## config.mk

```make
export PLATFORM = sky130hd
export DESIGN_NAME = jump_target_unit_flat
export DESIGN_NICKNAME = d
export VERILOG_FILES = /design/src/rtl/jtu_pkg.sv /design/src/rtl/jump_target_unit_if.sv /design/src/rtl/jtu_ras.sv /design/src/rtl/jump_target_unit.sv /design/src/flat_wrapper.sv
export SDC_FILE = /design/constraint.sdc
export NUM_CORES = 1
export LEC_CHECK = 0
export CELL_PAD_IN_SITES_DETAIL_PLACEMENT = 1
export CELL_PAD_IN_SITES_GLOBAL_PLACEMENT = 1
export CORE_AREA = 2 2 200 202
export DETAILED_ROUTE_END_ITERATION = 10
export DIE_AREA = 0 0 202 204
export PLACE_DENSITY = 0.74
export RECOVER_POWER = 100
export SLEW_MARGIN = 25
export SYNTH_ARGS = -nofsm -noshare
export SYNTH_HDL_FRONTEND = slang
export SYNTH_SLANG_ARGS = --single-unit
export TNS_END_PERCENT = 20
```

## constraint.sdc

```tcl
create_clock -name clk -period 4.1 [get_ports clk]
set_input_delay 1.23 -clock clk [delete_from_list [all_inputs] [get_ports clk]]
set_output_delay 1.23 -clock clk [all_outputs]
set_load 0.02 [all_outputs]
```

## src/rtl/jtu_pkg.sv

```systemverilog
`default_nettype none
// ============================================================================
// Module   : jtu_pkg
// Brief    : Shared types, reset label table and helpers for jump_target_unit.
// Revision : 1.0
// ============================================================================
package jtu_pkg;

    typedef enum logic [2:0] {
        JTU_SEQ    = 3'd0,
        JTU_DIRECT = 3'd1,
        JTU_LABEL  = 3'd2,
        JTU_CALL   = 3'd3,
        JTU_RET    = 3'd4
    } jtu_mode_t;

    localparam int LBL_DEF_N = 16;

    localparam logic [15:0] LBL_DEFAULTS [LBL_DEF_N] = '{
        16'd10,  16'd22,  16'd102, 16'd152,
        16'd196, 16'd212, 16'd8,   16'd39,
        16'd18,  16'd46,  16'd83,  16'd60,
        16'd0,   16'd0,   16'd0,   16'd0
    };

    // Computed at full width; callers truncate to PC_W, which yields the wrap.
    function automatic logic [63:0] seq_pc(input logic [63:0] pc);
        return pc + 64'd1;
    endfunction

endpackage
`default_nettype wire

```

## src/rtl/jump_target_unit_if.sv

```systemverilog
`default_nettype none
// ============================================================================
// Module   : jump_target_unit_if
// Brief    : Decode-side request and next-PC response bundle.
// Revision : 1.0
// ============================================================================
interface jump_target_unit_if #(
    parameter int PC_W  = 16,
    parameter int LBL_W = 4
);
    logic             step_i;
    logic [2:0]       mode_i;
    logic [PC_W-1:0]  pc_i;
    logic [PC_W-1:0]  direct_i;
    logic [LBL_W-1:0] label_i;
    logic             tbl_we_i;
    logic [LBL_W-1:0] tbl_waddr_i;
    logic [PC_W-1:0]  tbl_wdata_i;
    logic [PC_W-1:0]  next_pc_o;
    logic             next_pc_valid_o;
    logic             ras_full_o;
    logic             ras_empty_o;
    logic             fault_o;

    modport master (
        output step_i, mode_i, pc_i, direct_i, label_i,
               tbl_we_i, tbl_waddr_i, tbl_wdata_i,
        input  next_pc_o, next_pc_valid_o, ras_full_o, ras_empty_o, fault_o
    );

    modport slave (
        input  step_i, mode_i, pc_i, direct_i, label_i,
               tbl_we_i, tbl_waddr_i, tbl_wdata_i,
        output next_pc_o, next_pc_valid_o, ras_full_o, ras_empty_o, fault_o
    );
endinterface
`default_nettype wire

```

## src/rtl/jtu_ras.sv

```systemverilog
`default_nettype none
// ============================================================================
// Module   : jtu_ras
// Brief    : Return-address LIFO; flags derive from the registered count.
// Revision : 1.0
// ============================================================================
module jtu_ras #(
    parameter int WIDTH = 16,
    parameter int DEPTH = 4
) (
    input  wire logic             clk,
    input  wire logic             rst_n,
    input  wire logic             i_push,
    input  wire logic             i_pop,
    input  wire logic [WIDTH-1:0] i_push_data,
    output logic      [WIDTH-1:0] o_top,
    output logic                  o_full,
    output logic                  o_empty
);
    localparam int CW = $clog2(DEPTH + 1);
    localparam int AW = (DEPTH > 1) ? $clog2(DEPTH) : 1;

    logic [WIDTH-1:0] r_mem [DEPTH];
    logic [CW-1:0]    r_cnt;

    assign o_full  = (r_cnt == CW'(DEPTH));
    assign o_empty = (r_cnt == '0);
    assign o_top   = r_mem[AW'(r_cnt - CW'(1))];

    always_ff @(posedge clk) begin
        if (!rst_n) begin
            r_cnt <= '0;
        end else if (i_push && !o_full) begin
            r_mem[AW'(r_cnt)] <= i_push_data;
            r_cnt             <= r_cnt + CW'(1);
        end else if (i_pop && !o_empty) begin
            r_cnt <= r_cnt - CW'(1);
        end
    end
endmodule
`default_nettype wire

```

## src/rtl/jump_target_unit.sv

```systemverilog
`default_nettype none
// ============================================================================
// Module   : jump_target_unit
// Brief    : Registered next-PC generator with label table and return stack.
// Revision : 1.0
// ============================================================================
module jump_target_unit
    import jtu_pkg::*;
#(
    parameter int PC_W      = 16,
    parameter int LBL_W     = 4,
    parameter int RAS_DEPTH = 4
) (
    input  wire logic         clk,
    input  wire logic         rst_n,
    jump_target_unit_if.slave bus
);
    localparam int TBL_DEPTH = 2 ** LBL_W;

    logic [PC_W-1:0] r_tbl [TBL_DEPTH];
    logic [PC_W-1:0] w_def [TBL_DEPTH];
    logic [PC_W-1:0] r_next_pc;
    logic            r_valid;
    logic            r_fault;

    logic [PC_W-1:0] w_seq;
    logic [PC_W-1:0] w_tbl_rd;
    logic [PC_W-1:0] w_ras_top;
    logic [PC_W-1:0] w_next;
    logic            w_push;
    logic            w_pop;
    logic            w_fault;
    logic            w_full;
    logic            w_empty;

    for (genvar gi = 0; gi < TBL_DEPTH; gi++) begin : g_def
        if (gi < LBL_DEF_N) begin : g_rom
            assign w_def[gi] = PC_W'(LBL_DEFAULTS[gi]);
        end else begin : g_zero
            assign w_def[gi] = '0;
        end
    end

    // Table read is taken from the register, so a same-cycle write is not seen.
    always_ff @(posedge clk) begin
        if (!rst_n) begin
            for (int i = 0; i < TBL_DEPTH; i++) begin
                r_tbl[i] <= w_def[i];
            end
        end else if (bus.tbl_we_i) begin
            r_tbl[bus.tbl_waddr_i] <= bus.tbl_wdata_i;
        end
    end

    assign w_seq    = PC_W'(seq_pc(64'(bus.pc_i)));
    assign w_tbl_rd = r_tbl[bus.label_i];

    always_comb begin
        w_next  = w_seq;
        w_push  = 1'b0;
        w_pop   = 1'b0;
        w_fault = 1'b0;
        case (jtu_mode_t'(bus.mode_i))
            JTU_SEQ:    w_next = w_seq;
            JTU_DIRECT: w_next = bus.direct_i;
            JTU_LABEL:  w_next = w_tbl_rd;
            JTU_CALL: begin
                if (w_full) begin
                    w_fault = 1'b1;
                end else begin
                    w_push = bus.step_i;
                    w_next = w_tbl_rd;
                end
            end
            JTU_RET: begin
                if (w_empty) begin
                    w_fault = 1'b1;
                end else begin
                    w_pop  = bus.step_i;
                    w_next = w_ras_top;
                end
            end
            default: w_fault = 1'b1;
        endcase
    end

    jtu_ras #(
        .WIDTH (PC_W),
        .DEPTH (RAS_DEPTH)
    ) u_ras (
        .clk         (clk),
        .rst_n       (rst_n),
        .i_push      (w_push),
        .i_pop       (w_pop),
        .i_push_data (w_seq),
        .o_top       (w_ras_top),
        .o_full      (w_full),
        .o_empty     (w_empty)
    );

    always_ff @(posedge clk) begin
        if (!rst_n) begin
            r_next_pc <= '0;
            r_valid   <= 1'b0;
            r_fault   <= 1'b0;
        end else begin
            r_valid <= bus.step_i;
            if (bus.step_i) begin
                r_next_pc <= w_next;
                if (w_fault) begin
                    r_fault <= 1'b1;
                end
            end
        end
    end

    assign bus.next_pc_o       = r_next_pc;
    assign bus.next_pc_valid_o = r_valid;
    assign bus.ras_full_o      = w_full;
    assign bus.ras_empty_o     = w_empty;
    assign bus.fault_o         = r_fault;
endmodule
`default_nettype wire

```

## src/flat_wrapper.sv

```systemverilog
// flat-port wrapper written by rule: the top's interface ports become plain ports
module jump_target_unit_flat import jtu_pkg::*;
#(
    parameter int PC_W      = 16,
    parameter int LBL_W     = 4,
    parameter int RAS_DEPTH = 4
)
  (clk, rst_n, bus_step_i, bus_mode_i, bus_pc_i, bus_direct_i, bus_label_i, bus_tbl_we_i, bus_tbl_waddr_i, bus_tbl_wdata_i, bus_next_pc_o, bus_next_pc_valid_o, bus_ras_full_o, bus_ras_empty_o, bus_fault_o);
  jump_target_unit_if #(.PC_W(PC_W), .LBL_W(LBL_W)) bus_i ();
  input  wire logic clk;
  input  wire logic rst_n;
  input wire logic [$bits(bus_i.step_i)-1:0] bus_step_i;
  input wire logic [$bits(bus_i.mode_i)-1:0] bus_mode_i;
  input wire logic [$bits(bus_i.pc_i)-1:0] bus_pc_i;
  input wire logic [$bits(bus_i.direct_i)-1:0] bus_direct_i;
  input wire logic [$bits(bus_i.label_i)-1:0] bus_label_i;
  input wire logic [$bits(bus_i.tbl_we_i)-1:0] bus_tbl_we_i;
  input wire logic [$bits(bus_i.tbl_waddr_i)-1:0] bus_tbl_waddr_i;
  input wire logic [$bits(bus_i.tbl_wdata_i)-1:0] bus_tbl_wdata_i;
  output wire logic [$bits(bus_i.next_pc_o)-1:0] bus_next_pc_o;
  output wire logic [$bits(bus_i.next_pc_valid_o)-1:0] bus_next_pc_valid_o;
  output wire logic [$bits(bus_i.ras_full_o)-1:0] bus_ras_full_o;
  output wire logic [$bits(bus_i.ras_empty_o)-1:0] bus_ras_empty_o;
  output wire logic [$bits(bus_i.fault_o)-1:0] bus_fault_o;
  assign bus_i.step_i = bus_step_i;
  assign bus_i.mode_i = bus_mode_i;
  assign bus_i.pc_i = bus_pc_i;
  assign bus_i.direct_i = bus_direct_i;
  assign bus_i.label_i = bus_label_i;
  assign bus_i.tbl_we_i = bus_tbl_we_i;
  assign bus_i.tbl_waddr_i = bus_tbl_waddr_i;
  assign bus_i.tbl_wdata_i = bus_tbl_wdata_i;
  assign bus_next_pc_o = bus_i.next_pc_o;
  assign bus_next_pc_valid_o = bus_i.next_pc_valid_o;
  assign bus_ras_full_o = bus_i.ras_full_o;
  assign bus_ras_empty_o = bus_i.ras_empty_o;
  assign bus_fault_o = bus_i.fault_o;
  jump_target_unit #(.PC_W(PC_W), .LBL_W(LBL_W), .RAS_DEPTH(RAS_DEPTH)) u_core (.clk(clk), .rst_n(rst_n), .bus(bus_i));
endmodule
```

After elaboration in Yosys (flattened, before gate mapping)
Memory sizes are Yosys's and may differ from the RTL's.
Cells that the tools add are included.
Storage, ports and cells
  register bits: 21
  memory bits (writable): 320
  bits of input ports: 63
  output and inout bits: 20
  logic and storage cells: 46
  memories kept: 2
Memories
  u_core.r_tbl: words 16, bits a word 16, rd ports 1, clocked after Yosys merged registers in 0, write ports 16, line jump_target_unit.sv:20  | logic [PC_W-1:0] r_tbl [TBL_DEPTH];
  u_core.u_ras.r_mem: words 4, bits a word 16, rd ports 1, clocked after Yosys merged registers in 0, write ports 1, line jtu_ras.sv:23  | logic [WIDTH-1:0] r_mem [DEPTH];
Operators by class
  add/subtract/negate cells: 3
  eq/ne operators: 5
  muxes and demuxes: 22
  reduce and logical (&&, ||, !) cells: 10
Operator list (number)
  $pmux 16 s4: 1
  $mux 16: 3
  $add 16x1->16 const B: 1
  $reduce_or 16->1: 1
  $mux 1: 14
  $eq 3x2->1 const B: 2
  $eq 3x3->1 const B: 2
  $logic_not 3->1: 2
  $mux 3: 2
  $mux 4: 1
  $add 3x1->3 const B: 1
  $eq 3x1->1 const B: 1
  $pmux 1 s3: 1
  $reduce_or 3->1: 1
  $sub 3x1->3 const B: 1
  $logic_and 1x1->1: 2
  $logic_not 1->1: 2
  $reduce_and 2->1: 1
  $reduce_bool 2->1: 1

Longest topological paths before layout
Gate-level depths: netlist of the first run.
  depth after elaboration: 7
  mapped depth: 11
  depth with buffers taken out: 7

Hierarchy
From an unflattened synthesis of the first run, not the netlist that was laid out.
Unflattened totals
  cell total of the unflattened synthesis: 1062
  area total of the unflattened synthesis: 15872.7 sq um
By module, submodules not included
  jump_target_unit: instances 1, cells an instance 944, area each 13257.7 sq um, sequential area each 8047.7 sq um
  jtu_ras: instances 1, cells an instance 118, area each 2615.0 sq um, sequential area each 1981.9 sq um

Least setup slack after synthesis of the first run
Ideal clock, no wire load.
  kind: input port to flip-flop
  start point: input port bus_tbl_waddr_i[3]
  end point: memory u_core.r_tbl[3][0] (enable)
  setup time: 0.411 ns
  arrival: 3.121 ns
  data required time: 3.689 ns
  slack: 0.568 ns
  cell stages on the path: 4
  path buffers: 2
  cell sequence: or3_1 > clkbuf_1 > clkbuf_1 > o21ai_0
RTL lines
  start: declaration: line flat_wrapper.sv:18  | input wire logic [$bits(bus_i.tbl_waddr_i)-1:0] bus_tbl_waddr_i;
  end: declaration: line jump_target_unit.sv:20

==> results.tsv, run 1 <==
stage	metric	value	unit
sta	Final Hold Vio Count	0	
route	Via density	5.38	
setup_path	Required @ worst endpoint	4.26	ns
global_route	initial antenna violation count	0	
clocking	CTS tree	done	
final_layout	NumNets Final	1171	
synthesis	Synth Flop Type	edfxtp_1	
global_route	GRT overflow	0	
job	Max Cap Violations	0	
synthesis	Async S/R FF share, synth	0	%
setup_path	FF-to-FF End	u_core.u_ras.r_mem[3][1]	
sta	final slew viol count	0	
sta	Worst Slack Setup Final	0.518	ns
setup_path	reg-to-reg setup timing slack	1.35	ns
synthesis	register area share after synthesis	65.2	%
setup_path	Reg2Reg Depth	6	
setup_path	CP Depth	7	
clocking	Worst-Skew Late Latency	0.53	ns
sta	fmax	279	MHz
clocking	CTS root buf	clkbuf_16	
route	TritonRoute pass-1 iters	4	
synthesis	Post-Synthesis Cells	1013	
clocking	clk buf depth	3	
sta	Slew @ Worst Pin	1.24	ns
setup_path	Crit. End Element	flip-flop	
synthesis	top post-synthesis cells by area	edfxtp_1 (62%), mux4_2 (12%), and2_1 (9.0%)	
setup_path	slowest stage delay, CP	0.72	ns
final_layout	layout cells sized above 1	14.6	%
placement	dpl ws	0.432	ns
sta	Worst Clk Skew	0.0173	ns
route	Routed WL per cell	23.7	um
synthesis	Seq cells post-synth	341	
status	status	completed	
sta	Tmin final	3.58	ns
setup_path	Crit Path Category	input pin to flip-flop	
setup_path	crit-path cells	dlygate4sd3_1 > nand2_1 > or3_1 > nor3_1 > clkbuf_1 > nand2b_1 > clkbuf_2	
final_layout	FILL cells	3846	
power_and_ir_drop	worst-case vdd ir drop	0.303	mV
clocking	cts bufs inserted	37	
route	Vias	8904	
sta	final worst path period share	87.4	%
global_route	first-pass GRT wire length	60800	um
power_and_ir_drop	PwrDens	439	nW/um^2
final_layout	diodes inserted	0	
setup_path	Startpoint Class	input pin	
route	Total Wirelength	39300	um
setup_path	crit path DAT	3.75	ns
floorplan	DIE WIDTH	202	um
synthesis	area leader, netlist	edfxtp_1	
synthesis	Netlist cell types	42	
final_layout	commonest non-fill, non-tap cells in the layout	edfxtp_1 (320), and2_0 (145), mux4_2 (80)	
clocking	H-Tree Depth	2	
setup_path	Critical path origin	rst_n	
global_route	largest net degree at the start of global routing	31	
floorplan	I/O pins	83	
setup_path	slowest CP cell	clkbuf_1	
route	DR DRC count	0	
setup_path	Setup crit end	u_core.r_tbl[0][13]	
global_route	Tot GR Track Use	19.4	%
floorplan	Initial Utilization	39.3	%
floorplan	die area	41200	um^2
placement	input/output buffers	82	
clocking	Clock transition at path regs	0.06	ns
sta	Max-slew headroom	17.3	%
floorplan	Die Y	204	um
synthesis	Post-Syn Area per Cell	15.2	um^2
placement	gpl congestion	0.802	
sta	hold_ws	0.470	ns
setup_path	FF-to-FF Start	u_core.u_ras.r_cnt[1]	
synthesis	Mapped Nets	1082	
floorplan	core area	39200	um^2
global_route	number of global-route vias before repair	9761	
clocking	Post-CTS Setup Inserts	0	
setup_path	WP buf/inv	3	
final_layout	commonest non-fill, non-tap cell in the layout	edfxtp_1	
clocking	post_cts resized	0	
setup_path	cell family with most CP delay	buffers and inverters	
final_layout	fin util	45.8	%
synthesis	Yosys top cell area share	62.4	%
clocking	CTS sink count	341	
power_and_ir_drop	Static Leak	5.92	nW
sta	# setup viols final	0	
floorplan	row count	73	
worst_hold_path	Hold Crit Class	flip-flop to flip-flop	
synthesis	Cell Area, Synth	15400	um^2
placement	Detailed Place HPWL	26700	um
route	final antenna-violating net count	0	
sta	RSZ-0062 raised after global routing	false	
sta	Setup TNS Final	0	ns
final_layout	Layout area overhead	16.6	%
setup_path	CP Max Fanout	17	
synthesis	Post-synth EDFFs	320	
clocking	Hold Buf Count CTS	0	
route	initial drt markers	663	
synthesis	Yosys warnings	0	
[layer usage]
metal	vias up	GRT usage (%)	part of all wire [%]
li1	4015	-	-
met1	4629	25.1	43
met2	209	34.1	51
met3	51	2.89	4.6
met4	0	5.02	1.8
met5	-	0	0
[worst min path at each step]
stage	start	to	depth (start not counted)	slack [ns]
2_1_floorplan	u_core.u_ras.r_cnt[1]	u_core.u_ras.r_cnt[1]	2	0.48
3_3_place_gp	u_core.bus.fault_o	u_core.bus.fault_o	1	0.45
3_5_place_dp	u_core.bus.fault_o	u_core.bus.fault_o	1	0.47
4_1_cts	u_core.bus.fault_o	u_core.bus.fault_o	1	0.48
5_1_grt	u_core.bus.fault_o	u_core.bus.fault_o	1	0.51
6_report	u_core.bus.fault_o	u_core.bus.fault_o	1	0.47
[cell usage after synthesis (4+ instances only)]
master,instances
a21oi_1,11
a221o_1,8
a221oi_1,14
a22o_1,18
a22oi_1,10
and2_1,221
and3_1,5
buf_2,13
buf_6,4
clkbuf_1,57
dfxtp_1,21
edfxtp_1,320
ha_1,6
inv_1,8
mux4_2,80
nand2_1,33
nand2b_1,15
nand3_1,12
nand4_1,4
nor2_1,28
nor2b_1,4
nor3_1,6
o21ai_0,33
o21ai_1,10
or3_1,33
xnor2_1,4
xor2_1,11
[report_power, final]
part           leakage (nW)  switching [mW]  internal [mW]  total [mW]
registers              3.21          0.0566           3.97        4.03
logic                  2.15           0.372          0.271       0.643
clock network         0.558            1.34           1.87        3.21
[registers in the layout, indices dropped and copies added (netlist names)]
register                    count
u_core.bus.next_pc_o           16
u_core.r_tbl                  256
u_core.u_ras.r_mem             64
u_core.bus.fault_o              1
u_core.u_ras.r_cnt              3
u_core.bus.next_pc_valid_o      1
[kinds of logic after synthesis]
group | after synthesis | share of synthesized area (%)
flops | 341 | 65.2
compound gates | 111 | 5.02
xor+xnor | 15 | 0.853
simple gates | 370 | 14.1
mux | 84 | 12.0
fa+ha+maj | 6 | 0.488
buf+inv | 86 | 2.45
[metrics by stage]
step | cells | instance area (um^2) | total power [mW]
final | 1655 | 17900 | 7.88
after global routing | 1655 | 17900 | 8.10
after CTS | 1655 | 18000 | 7.96
after detailed placement | 1588 | 16900 | 4.76
after global placement | 1588 | 16900 | 4.73
after floorplan | 1013 | 15400 | 4.45
[cell type report]
cell class	count	area, um^2	area share (%)
repair buffers	127	1100	6.11
inverters	9	33.8	0.188
clock inverters	11	85.1	0.474
clock buffers	56	1070	5.96
well taps	525	657	3.66
flip-flops and latches	341	10000	55.9
multi-input cells	586	4970	27.7
(Power assumes the default switching activity.)
==> inputs of run 2 (changes only) <==
GPL_TIMING_DRIVEN = 1   (was default)
TNS_END_PERCENT = 1   (was 20)
==> results of run 2 <==
The final DEF is identical to that of run 1; final timing and power are the same.
==> inputs of run 3 (changes only) <==
PLACE_DENSITY = default   (was 0.74)
PLACE_DENSITY_LB_ADDON = 0.1   (was default)
RECOVER_POWER = default   (was 100)
==> run 3 against run 2 <==
Sequential share of layout area is 1.1 points lower. Sequential power barely moved. Largest power group unchanged. Core utilization is 0.90 points higher. Critical path depth decreased by 3. Worst hold slack better by 0.00074 ns. Largest cell class unchanged. Critical path type is now flip-flop to output port. Critical endpoint is now bus_ras_full_o. Die area stayed put. Count of clock-buffer cells in the layout did not move. Cell area rose by 2.0%. Wire length rose by 4.1%. Register-to-register slack better by 0.22 ns. Maximum frequency is 9.1% higher.
==> results.tsv, run 3 (synthesized netlist as in run 1, its figures left out) <==
stage	metric	value	unit
clocking	Post-CTS Setup Inserts	0	
placement	placed cell count	1593	
setup_path	Crit Path Category	flip-flop to output port	
floorplan	DIE WIDTH	202	um
worst_hold_path	Hold Crit Class	flip-flop to flip-flop	
sta	Max-slew headroom	30.0	%
final_layout	NumNets Final	1178	
setup_path	CP Max Fanout	4	
placement	gpl congestion	0.743	
sta	Tmin final	3.28	ns
final_layout	max reg flops	256	
clocking	cts bufs inserted	39	
floorplan	Initial Utilization	39.3	%
global_route	largest net degree at the start of global routing	31	
clocking	H-Tree Depth	2	
sta	final worst path period share	80.1	%
final_layout	layout cells sized above 1	17.5	%
clocking	post_cts resized	0	
setup_path	Crit. End Element	output port	
setup_path	Required @ worst endpoint	2.87	ns
final_layout	Final Cell Area	18300	um^2
clocking	Clock transition at path regs	0.06	ns
sta	Slew @ Worst Pin	1.05	ns
route	initial drt markers	508	
sta	Setup TNS Final	0	ns
route	Vias	8824	
sta	final slew viol count	0	
final_layout	Layout Cells excl Fill	1663	
floorplan	die area	41200	um^2
placement	input/output buffers	82	
floorplan	core area	39200	um^2
final_layout	diodes inserted	0	
route	Via density	5.31	
clocking	Worst-Skew Late Latency	0.54	ns
global_route	GRT overflow	0	
sta	Final Hold Vio Count	0	
clocking	CTS tree	done	
sta	# setup viols final	0	
clocking	CTS root buf	clkbuf_16	
route	TritonRoute pass-1 iters	4	
global_route	number of global-route vias before repair	9654	
setup_path	slowest CP cell	clkdlybuf4s50_1	
final_layout	Most flops, register	u_core.r_tbl	
sta	RSZ-0062 raised after global routing	false	
power_and_ir_drop	worst-case vdd ir drop	0.235	mV
global_route	initial antenna violation count	0	
final_layout	FILL cells	3781	
clocking	CTS sink count	341	
power_and_ir_drop	PwrDens	458	nW/um^2
power_and_ir_drop	Static Leak	6.22	nW
setup_path	crit-path cells	inv_1 > ha_1 > and2_4 > clkdlybuf4s50_1	
route	Total Wirelength	40900	um
setup_path	slowest stage delay, CP	0.60	ns
setup_path	WP buf/inv	2	
global_route	Tot GR Track Use	20.5	%
worst_hold_path	min-delay src	u_core.bus.fault_o	
global_route	first-pass GRT wire length	62700	um
sta	Worst Clk Skew	0.0116	ns
job	Max Cap Violations	0	
status	status	completed	
clocking	Hold Buf Count CTS	0	
floorplan	row count	73	
placement	placed instance area	17000	um^2
final_layout	commonest non-fill, non-tap cell in the layout	edfxtp_1	
final_layout	commonest non-fill, non-tap cells in the layout	edfxtp_1 (320), and2_1 (221), mux4_2 (80), clkdlybuf4s50_1 (80), buf_4 (47)	
setup_path	cell family with most CP delay	buffers and inverters	
placement	Detailed Place HPWL	28100	um
setup_path	FF-to-FF Start	u_core.u_ras.r_cnt[1]	
setup_path	crit path DAT	2.05	ns
route	DR DRC count	0	
route	final antenna-violating net count	0	
floorplan	Die Y	204	um
route	Routed WL per cell	24.6	um
clocking	clk buf depth	3	
setup_path	Startpoint Class	flip-flop	
sta	fmax	305	MHz
setup_path	Critical path origin	u_core.u_ras.r_cnt[1]	
floorplan	I/O pins	83	
final_layout	Layout area overhead	18.9	%
[run 3: path summary, 6_finish.rpt]
check | depth (start not counted) | end | slack, ns
hold / removal | 1 | u_core.bus.fault_o | 0.47
setup reg to reg | 6 | u_core.bus.next_pc_o[14] | 1.57
hold reg to reg | 1 | u_core.bus.fault_o | 0.47
setup / recovery | 4 | bus_ras_full_o | 0.82
[run 3: area by class of cell]
type                       instances  area, um^2  share of cell area [%]
clock inverter                    14         221                    1.21
clock buffer                      56        1120                    6.13
sequential                       341       10000                    54.8
tap                              525         657                    3.59
timing repair buffer             132        1240                    6.77
multi-input combinational        586        4990                    27.3
inverter                           9        33.8                   0.185
[run 3: where the power goes]
part / total (mW) / switching [mW] / internal (mW)
clock: 3.68 / 1.40 / 2.28
sequential: 4.03 / 0.0568 / 3.97
combinational: 0.669 / 0.378 / 0.291
total: 8.38 / 1.84 / 6.54
[run 3: metal layers]
layer	routed length (um)	global-route usage (%)	part of all wire (%)	vias to the layer above
li1	-	-	-	4037
met2	19800	34.3	48	153
met1	18900	28.0	46	4580
met4	738	4.70	1.8	0
met5	0	0	0	-
met3	1480	3.54	3.6	54
[run 3: per-stage QoR]
| stage | worst slack, ns | hold slack [ns] | power [mW] | utilization [%] |
|---|---|---|---|---|
| global route | 0.707 | 0.519 | 8.64 | 46.7 |
| finish | 0.817 | 0.471 | 8.38 | 46.7 |
| detailed placement | 0.399 | 0.464 | 4.78 | 43.3 |
| floorplan | 0.568 | 0.481 | 4.45 | - |
| global placement | 0.489 | 0.450 | 4.76 | 43.2 |
| CTS | 0.765 | 0.478 | 8.47 | 46.7 |
==> RTL change (flow settings as in run 3) <==
`LBL_W` is set to 4 in 3 places; all go to 5.
--- a/src/rtl/jump_target_unit_if.sv
+++ b/src/rtl/jump_target_unit_if.sv
@@ -7,5 +7,5 @@
 interface jump_target_unit_if #(
     parameter int PC_W  = 16,
-    parameter int LBL_W = 4
+    parameter int LBL_W = 5
 );
     logic             step_i;
--- a/src/rtl/jump_target_unit.sv
+++ b/src/rtl/jump_target_unit.sv
@@ -9,5 +9,5 @@
 #(
     parameter int PC_W      = 16,
-    parameter int LBL_W     = 4,
+    parameter int LBL_W     = 5,
     parameter int RAS_DEPTH = 4
 ) (
--- a/src/flat_wrapper.sv
+++ b/src/flat_wrapper.sv
@@ -3,5 +3,5 @@
 #(
     parameter int PC_W      = 16,
-    parameter int LBL_W     = 4,
+    parameter int LBL_W     = 5,
     parameter int RAS_DEPTH = 4
 )
Ports: changed (resized bus_label_i and bus_tbl_waddr_i); port bits go from 83 to 85. No check against the original RTL was run, so the function may have changed too.
==> RTL change against run 3 <==
- the run now fails in 4_1_cts
- area after synthesis up 79%
==> RTL change: results (changes against run 3) <==
CTS H-tree depth 2 (unchanged); Post-synth ARST share 0% (unchanged); Yosys reg bits 597 (was 341); post-synthesis cell type count 60 (was 42); Port Buf Inserts 84 (was 82); failing step 4_1_cts; Ys Warns 0 (unchanged); clk buf depth 3 (unchanged); Post-synth top flop edfxtp_1 (unchanged); Final GP Congestion 1.02 (was 0.743); post-CTS setup buffer count 0 (unchanged); CTS Root Cell clkbuf_16 (unchanged); synth top area cells edfxtp_1 63%, mux4_2 12%, and2_1 11% (was edfxtp_1 62%, mux4_2 12%, and2_1 9.0%); syn_nets 1913 (was 1082); synth cell count leaders 576 x edfxtp_1, 478 x and2_1, 143 x mux4_2, 117 x clkbuf_1, 60 x o21ai_0 (was 320 x edfxtp_1, 221 x and2_1, 80 x mux4_2, 57 x clkbuf_1); post-synthesis sequential area ratio 64.4% (was 65.2%); post-CTS sizing 3 (was 0); post-DP HPWL 61.9 mm (was 28.1 mm); first error [ERROR DPL-0033] detailed placement checks failed during check placement.; Post-synth EDFFs 576 (was 320); outcome did not finish (was finished, final reports clean); Setup WS pre-CTS 131 ps (was 399 ps); CTS Buf Count 58 (was 39)
## RTL change: stage by stage
| step | utilization, % | instances | area [sq um] |
|---|---|---|---|
| 3_5_place_dp | 74.8 | 2423 | 29300 |
| 3_3_place_gp | 74.8 | 2423 | 29300 |
| 2_1_floorplan | - | 1842 | 27500 |
## RTL change: kinds of logic after synthesis
group	share of synthesized area, %
compound gates	3.90
xor+xnor	0.541
fa+ha+maj	0.273
buf+inv	2.90
flops	64.4
mux	12.7
simple gates	15.2
